**src/rtl/weight_tile_loader.sv**
```systemverilog
// Weight tile loader: issues pipelined in-order Avalon-MM reads for one Tn x Tm x K x K
// weight tile and forwards the returned words to the filter's input stream.
module weight_tile_loader #(
   parameter int AW      = 16,
   parameter int CW      = 16,
   parameter int DW      = 32,
   parameter int N       = 32,
   parameter int M       = 32,
   parameter int Tn      = 16,
   parameter int Tm      = 16,
   parameter int K       = 3,
   parameter int MAX_OUT = 8
) (
   input  logic          clk,
   input  logic          rst,
   input  logic          start,
   input  logic [CW-1:0] tile_base_m,
   input  logic [CW-1:0] tile_base_n,
   input  logic [AW-1:0] weight_base,
   output logic          busy,
   output logic          done,
   output logic [AW-1:0] rd_addr,
   output logic          rd_req,
   input  logic          rd_waitrequest,
   input  logic [DW-1:0] rd_data,
   input  logic          rd_data_valid,
   input  logic          fifo_almost_full,
   output logic          fifo_push_tmp,
   output logic [DW-1:0] data_to_fifo_tmp
);

   localparam int TOTAL = Tn * Tm * K * K;
   localparam int XW    = CW + AW;
   localparam int OW    = $clog2(MAX_OUT) + 1;
   localparam int RW    = $clog2(TOTAL + 1);

   localparam logic [CW-1:0] K_LAST  = CW'(K - 1);
   localparam logic [CW-1:0] TM_LAST = CW'(Tm - 1);
   localparam logic [CW-1:0] TN_LAST = CW'(Tn - 1);

   typedef enum logic [1:0] {IDLE, ISSUE, DRAIN, DONE} state_t;

   state_t        state;
   logic [CW-1:0] base_m, base_n;
   logic [AW-1:0] wbase;
   logic [CW-1:0] cj, ci, ctm, ctn;
   logic [OW-1:0] outstanding;
   logic [RW-1:0] ret_cnt;

   logic          accept, ret_valid, last_req, can_raise;
   logic [OW-1:0] out_nx;
   logic [CW-1:0] nj, ni, ntm, ntn;
   logic [XW-1:0] m_x, n_x, idx;

   assign accept    = rd_req & ~rd_waitrequest;
   assign ret_valid = rd_data_valid & (outstanding != '0);
   assign last_req  = (cj == K_LAST) && (ci == K_LAST) && (ctm == TM_LAST) && (ctn == TN_LAST);

   always_comb begin
      out_nx = outstanding;
      if (accept && !ret_valid)
         out_nx = outstanding + 1'b1;
      else if (!accept && ret_valid)
         out_nx = outstanding - 1'b1;
   end

   // Counters point at the request being presented; the address of the next
   // request is built from the post-accept coordinates so issue runs at full rate.
   always_comb begin
      nj  = cj;
      ni  = ci;
      ntm = ctm;
      ntn = ctn;
      if (accept) begin
         if (cj == K_LAST) begin
            nj = '0;
            if (ci == K_LAST) begin
               ni = '0;
               if (ctm == TM_LAST) begin
                  ntm = '0;
                  ntn = ctn + 1'b1;
               end else begin
                  ntm = ctm + 1'b1;
               end
            end else begin
               ni = ci + 1'b1;
            end
         end else begin
            nj = cj + 1'b1;
         end
      end
   end

   // Out-of-range channels read a clamped address; the filter zeroes them.
   always_comb begin
      m_x = XW'(base_m) + XW'(ntm);
      n_x = XW'(base_n) + XW'(ntn);
      if (m_x >= XW'(M)) m_x = XW'(M - 1);
      if (n_x >= XW'(N)) n_x = XW'(N - 1);
      idx = ((m_x * XW'(N) + n_x) * XW'(K) + XW'(ni)) * XW'(K) + XW'(nj);
   end

   assign can_raise = (state == ISSUE) && (!rd_req || (accept && !last_req)) &&
                      (out_nx < OW'(MAX_OUT)) && !fifo_almost_full;

   always_ff @(posedge clk or posedge rst) begin
      if (rst) begin
         state            <= IDLE;
         base_m           <= '0;
         base_n           <= '0;
         wbase            <= '0;
         cj               <= '0;
         ci               <= '0;
         ctm              <= '0;
         ctn              <= '0;
         outstanding      <= '0;
         ret_cnt          <= '0;
         busy             <= 1'b0;
         done             <= 1'b0;
         rd_req           <= 1'b0;
         rd_addr          <= '0;
         fifo_push_tmp    <= 1'b0;
         data_to_fifo_tmp <= '0;
      end else begin
         fifo_push_tmp    <= ret_valid;
         data_to_fifo_tmp <= rd_data;
         outstanding      <= out_nx;
         done             <= 1'b0;
         if (fifo_push_tmp) ret_cnt <= ret_cnt + 1'b1;
         if (accept) begin
            cj  <= nj;
            ci  <= ni;
            ctm <= ntm;
            ctn <= ntn;
         end
         if (can_raise) begin
            rd_req  <= 1'b1;
            rd_addr <= wbase + AW'(idx);
         end else if (accept) begin
            rd_req <= 1'b0;
         end
         case (state)
            IDLE: if (start) begin
               base_m  <= tile_base_m;
               base_n  <= tile_base_n;
               wbase   <= weight_base;
               cj      <= '0;
               ci      <= '0;
               ctm     <= '0;
               ctn     <= '0;
               ret_cnt <= '0;
               busy    <= 1'b1;
               state   <= ISSUE;
            end
            ISSUE: if (accept && last_req) state <= DRAIN;
            DRAIN: if (fifo_push_tmp && ret_cnt == RW'(TOTAL - 1)) begin
               done  <= 1'b1;
               state <= DONE;
            end
            DONE: begin
               busy  <= 1'b0;
               state <= IDLE;
            end
            default: state <= IDLE;
         endcase
      end
   end

endmodule

```
**config.mk**
```make
export PLATFORM = sky130hd
export DESIGN_NAME = weight_tile_loader
export DESIGN_NICKNAME = d
export VERILOG_FILES = /design/src/rtl/weight_tile_loader.sv
export SDC_FILE = /design/constraint.sdc
export NUM_CORES = 1
export LEC_CHECK = 0
export BUFFER_PORTS_ARGS = -buffer_cell sky130_fd_sc_hd__buf_4
export CORE_UTILIZATION = 25
export CTS_CLUSTER_DIAMETER = 150
export DETAILED_ROUTE_END_ITERATION = 6
export SLEW_MARGIN = 20
export SYNTH_ARGS = -nofsm -noshare
export SYNTH_HDL_FRONTEND = slang
export SYNTH_SLANG_ARGS = --single-unit
```
**constraint.sdc**
```tcl
create_clock -name clk -period 9.4 [get_ports clk]
set_input_delay 0.94 -clock clk [delete_from_list [all_inputs] [get_ports clk]]
set_output_delay 0.94 -clock clk [all_outputs]
set_load 0.005 [all_outputs]
```
==> flow_summary.toml <==
[routing]
drc = 16
wire_per_inst_um = 14.2
dr.pass1.iters = 7
viasPerCell = 4.45
drt_iter0_drc = 450
drt-total-wl_um = 31500
drtAntennaViolNets = 0
vias = 9873

[critical_path]
end_kind = "flop"
slowest_stage = "fa_1"
rr_startpoint = "ci[0]"
worstPathRequired_ps = 9770
cp-start-kind = "flop"
timing.rr.end = "rd_addr[15]"
worstSetupPathType = "flop to flop"
ff2ff_path_depth = 43
ff2ff_setup_slack_ps = -160
worstPathArrival_ps = 9930
worstPathMaxFanout = 4
startpoint = "ci[0]"
slowest_delay_ps = 560

[floorplanning]
coreArea_mm2 = 0.0467
ios = 138
dieArea_mm2 = 0.0483
die_h_um = 220
die_w_um = 220
start_util = 0.254
placementRows = 79

[sta]
fin_skew_ps = 11.0
slew_violations = 0
timing.hold.ws_ps = 488
setup_violations = 1
hold_viol_final = 0
timing.final.crit_share = 1.02
worst_slew_pin_slew_ps = 972
layout_setup_ws_ps = -157
rsz0062_at_grt = "yes"
period_minus_slack_ps = 9560
relSlewSlack = 0.352
clock.fmax_mhz = 105

[grt]
gr-usage-met3 = 0.0312
antenna_found_initial = 0
grt_pass1_vias = 10266
top_usage_layer = "met2"
grt_use_met1 = 0.167
track_usage = 0.138
grt_pass1_wl_um = 51300
grt_max_degree = 119
met2_usage = 0.236
grt_overflow_total = 0

[placement]
pre_cts_slack_ps = -809
io_buffers = 137
gp_congestion = 0.906
place_area_mm2 = 0.0152
dp_hpwl_um = 23500

[cells_and_area]
area_growth_pct = 41.1
mostFrequentLayoutCell = "buf_4"
most-common-layout-cells = "buf_4, nand2_1, dfrtp_1"
drive_gt1_frac = 0.338
fill_cells = 4673
antenna_cells = 0
final_core_util = 0.359
fin_area_mm2 = 0.0167
final_net_count = 1824

[yosys]
async_flop_share = 1.00
synth_ff_type = "dfrtp_1"
ys_warn_count = 0
syn_inst = 1217
synth.distinct_cells = 68
syn_area_mm2 = 0.0119
yosysSeqAreaShare = 0.384
ys_ff_latch = 182
avgSynthCellArea_um2 = 9.75
synth_enable_flop_cells = 0

[status]
status = "complete, but fails checks"
violations = "design-rule violations, negative setup slack"

[worst_hold_path]
whs_endpoint = "outstanding[3]"
hold_depth = 1
hold_start = "outstanding[3]"
hold_path.class = "flop to flop"

[pwr]
p_per_area_mw_per_mm2 = 411
peakVddDrop_mv = 0.412
p_total_mw = 6.88
power_leakage_nw = 8.33

[clocking]
cts_tree = "done"
cts_root_buf = "clkbuf_16"
clk-insertion-delay-late_ps = 490
hold_buffers = 0
cts_buffers = 17
clockBufferDepth = 2
htree_num_levels = 4
path_clk_slew_ps = 70
cts.sinks = 182

[run]
cap_violations = 0
==> where the power goes <==
group          internal (mW)  switching [mW]
registers              0.958           0.137
logic                   2.78            2.25
clock network          0.414           0.338
total                   4.15            2.73
==> worst max path at each step <==
stage | end | slack [ps] | depth (start not counted)
global route | rd_addr[15] | -570 | 41
finish | rd_addr[15] | -160 | 43
global placement | rd_addr[15] | -580 | 40
floorplan | rd_addr[15] | -370 | 42
CTS | rd_addr[15] | -230 | 45
detailed placement | rd_addr[15] | -810 | 40
==> Yosys cell counts, types with 19 or more instances <==
cell,instances,share of area
xnor2_1,71,0.052
a21oi_1,39,0.016
clkbuf_1,27,0.0085
dfrtp_1,182,0.38
xor2_1,40,0.030
nand4_1,25,0.013
nor2_1,75,0.024
nand3_1,19,0.0080
inv_1,77,0.024
fa_1,47,0.079
o21ai_0,40,0.017
a21o_1,21,0.013
and3_1,24,0.013
and2_1,51,0.027
nand2_1,197,0.062
ha_1,91,0.096
==> state kept, by name, summed over array words and instances (netlist names) <==
name,count
base_m,16
base_n,16
busy,1
ci,16
cj,16
ctm,16
ctn,16
data_to_fifo_tmp,32
done,1
fifo_push_tmp,1
outstanding,4
rd_addr,16
rd_req,1
ret_cnt,12
state,2
wbase,16
==> cell type report <==
| cell class | instances | area (µm²) | area share |
|---|---|---|---|
| clock inverters | 10 | 119 | 0.00710 |
| clock buffers | 22 | 474 | 0.0283 |
| flip-flops and latches | 182 | 4550 | 0.272 |
| repair buffers | 379 | 2860 | 0.171 |
| well taps | 607 | 759 | 0.0454 |
| inverters | 77 | 297 | 0.0177 |
| multi-input cells | 943 | 7680 | 0.459 |
==> logic make-up after synthesis <==
kind of cell,Yosys count,synth area share
DFF,182,0.384
muxes,22,0.0206
other,2,0.000633
xor gates and xnor gates,114,0.0871
AOI/OAI and AO/OA,172,0.0963
and+or+nand+nor,481,0.202
adders and majority gates,138,0.175
buffers and inverters,106,0.0342
==> critical path: cells and delay by family, from the launching register on <==
| family | cells | cell delay (ps) |
|---|---|---|
| AOI/OAI and AO/OA | 13 | 2470 |
| xor gates and xnor gates | 4 | 760 |
| adders and majority gates | 9 | 3020 |
| buffers and inverters | 8 | 970 |
| DFF | 1 | 390 |
| muxes | 1 | 250 |
| and+or+nand+nor | 8 | 1580 |
==> per-layer routing <==
layer	share of wire	wire length [µm]	vias up
met3	0.031	977	43
met5	0	0	-
met2	0.50	15800	138
li1	-	-	4904
met4	0.021	674	0
met1	0.45	14100	4788
==> metrics by stage <==
stage               cells  setup TNS (ps)
floorplan            1231            -374
global placement     2156            -690
detailed placement   2156           -1500
CTS                  2212            -232
global route         2220           -1290
finish               2220            -157
==> timing repair <==
action | 4_1_cts | 5_1_grt
pin swaps | 61 | 78
setup buffers | 25 | 8
gates resized for setup | 57 | 68
endpoints found under the setup margin | 6 | 8
No activity file was read; power rests on OpenSTA's default activity.
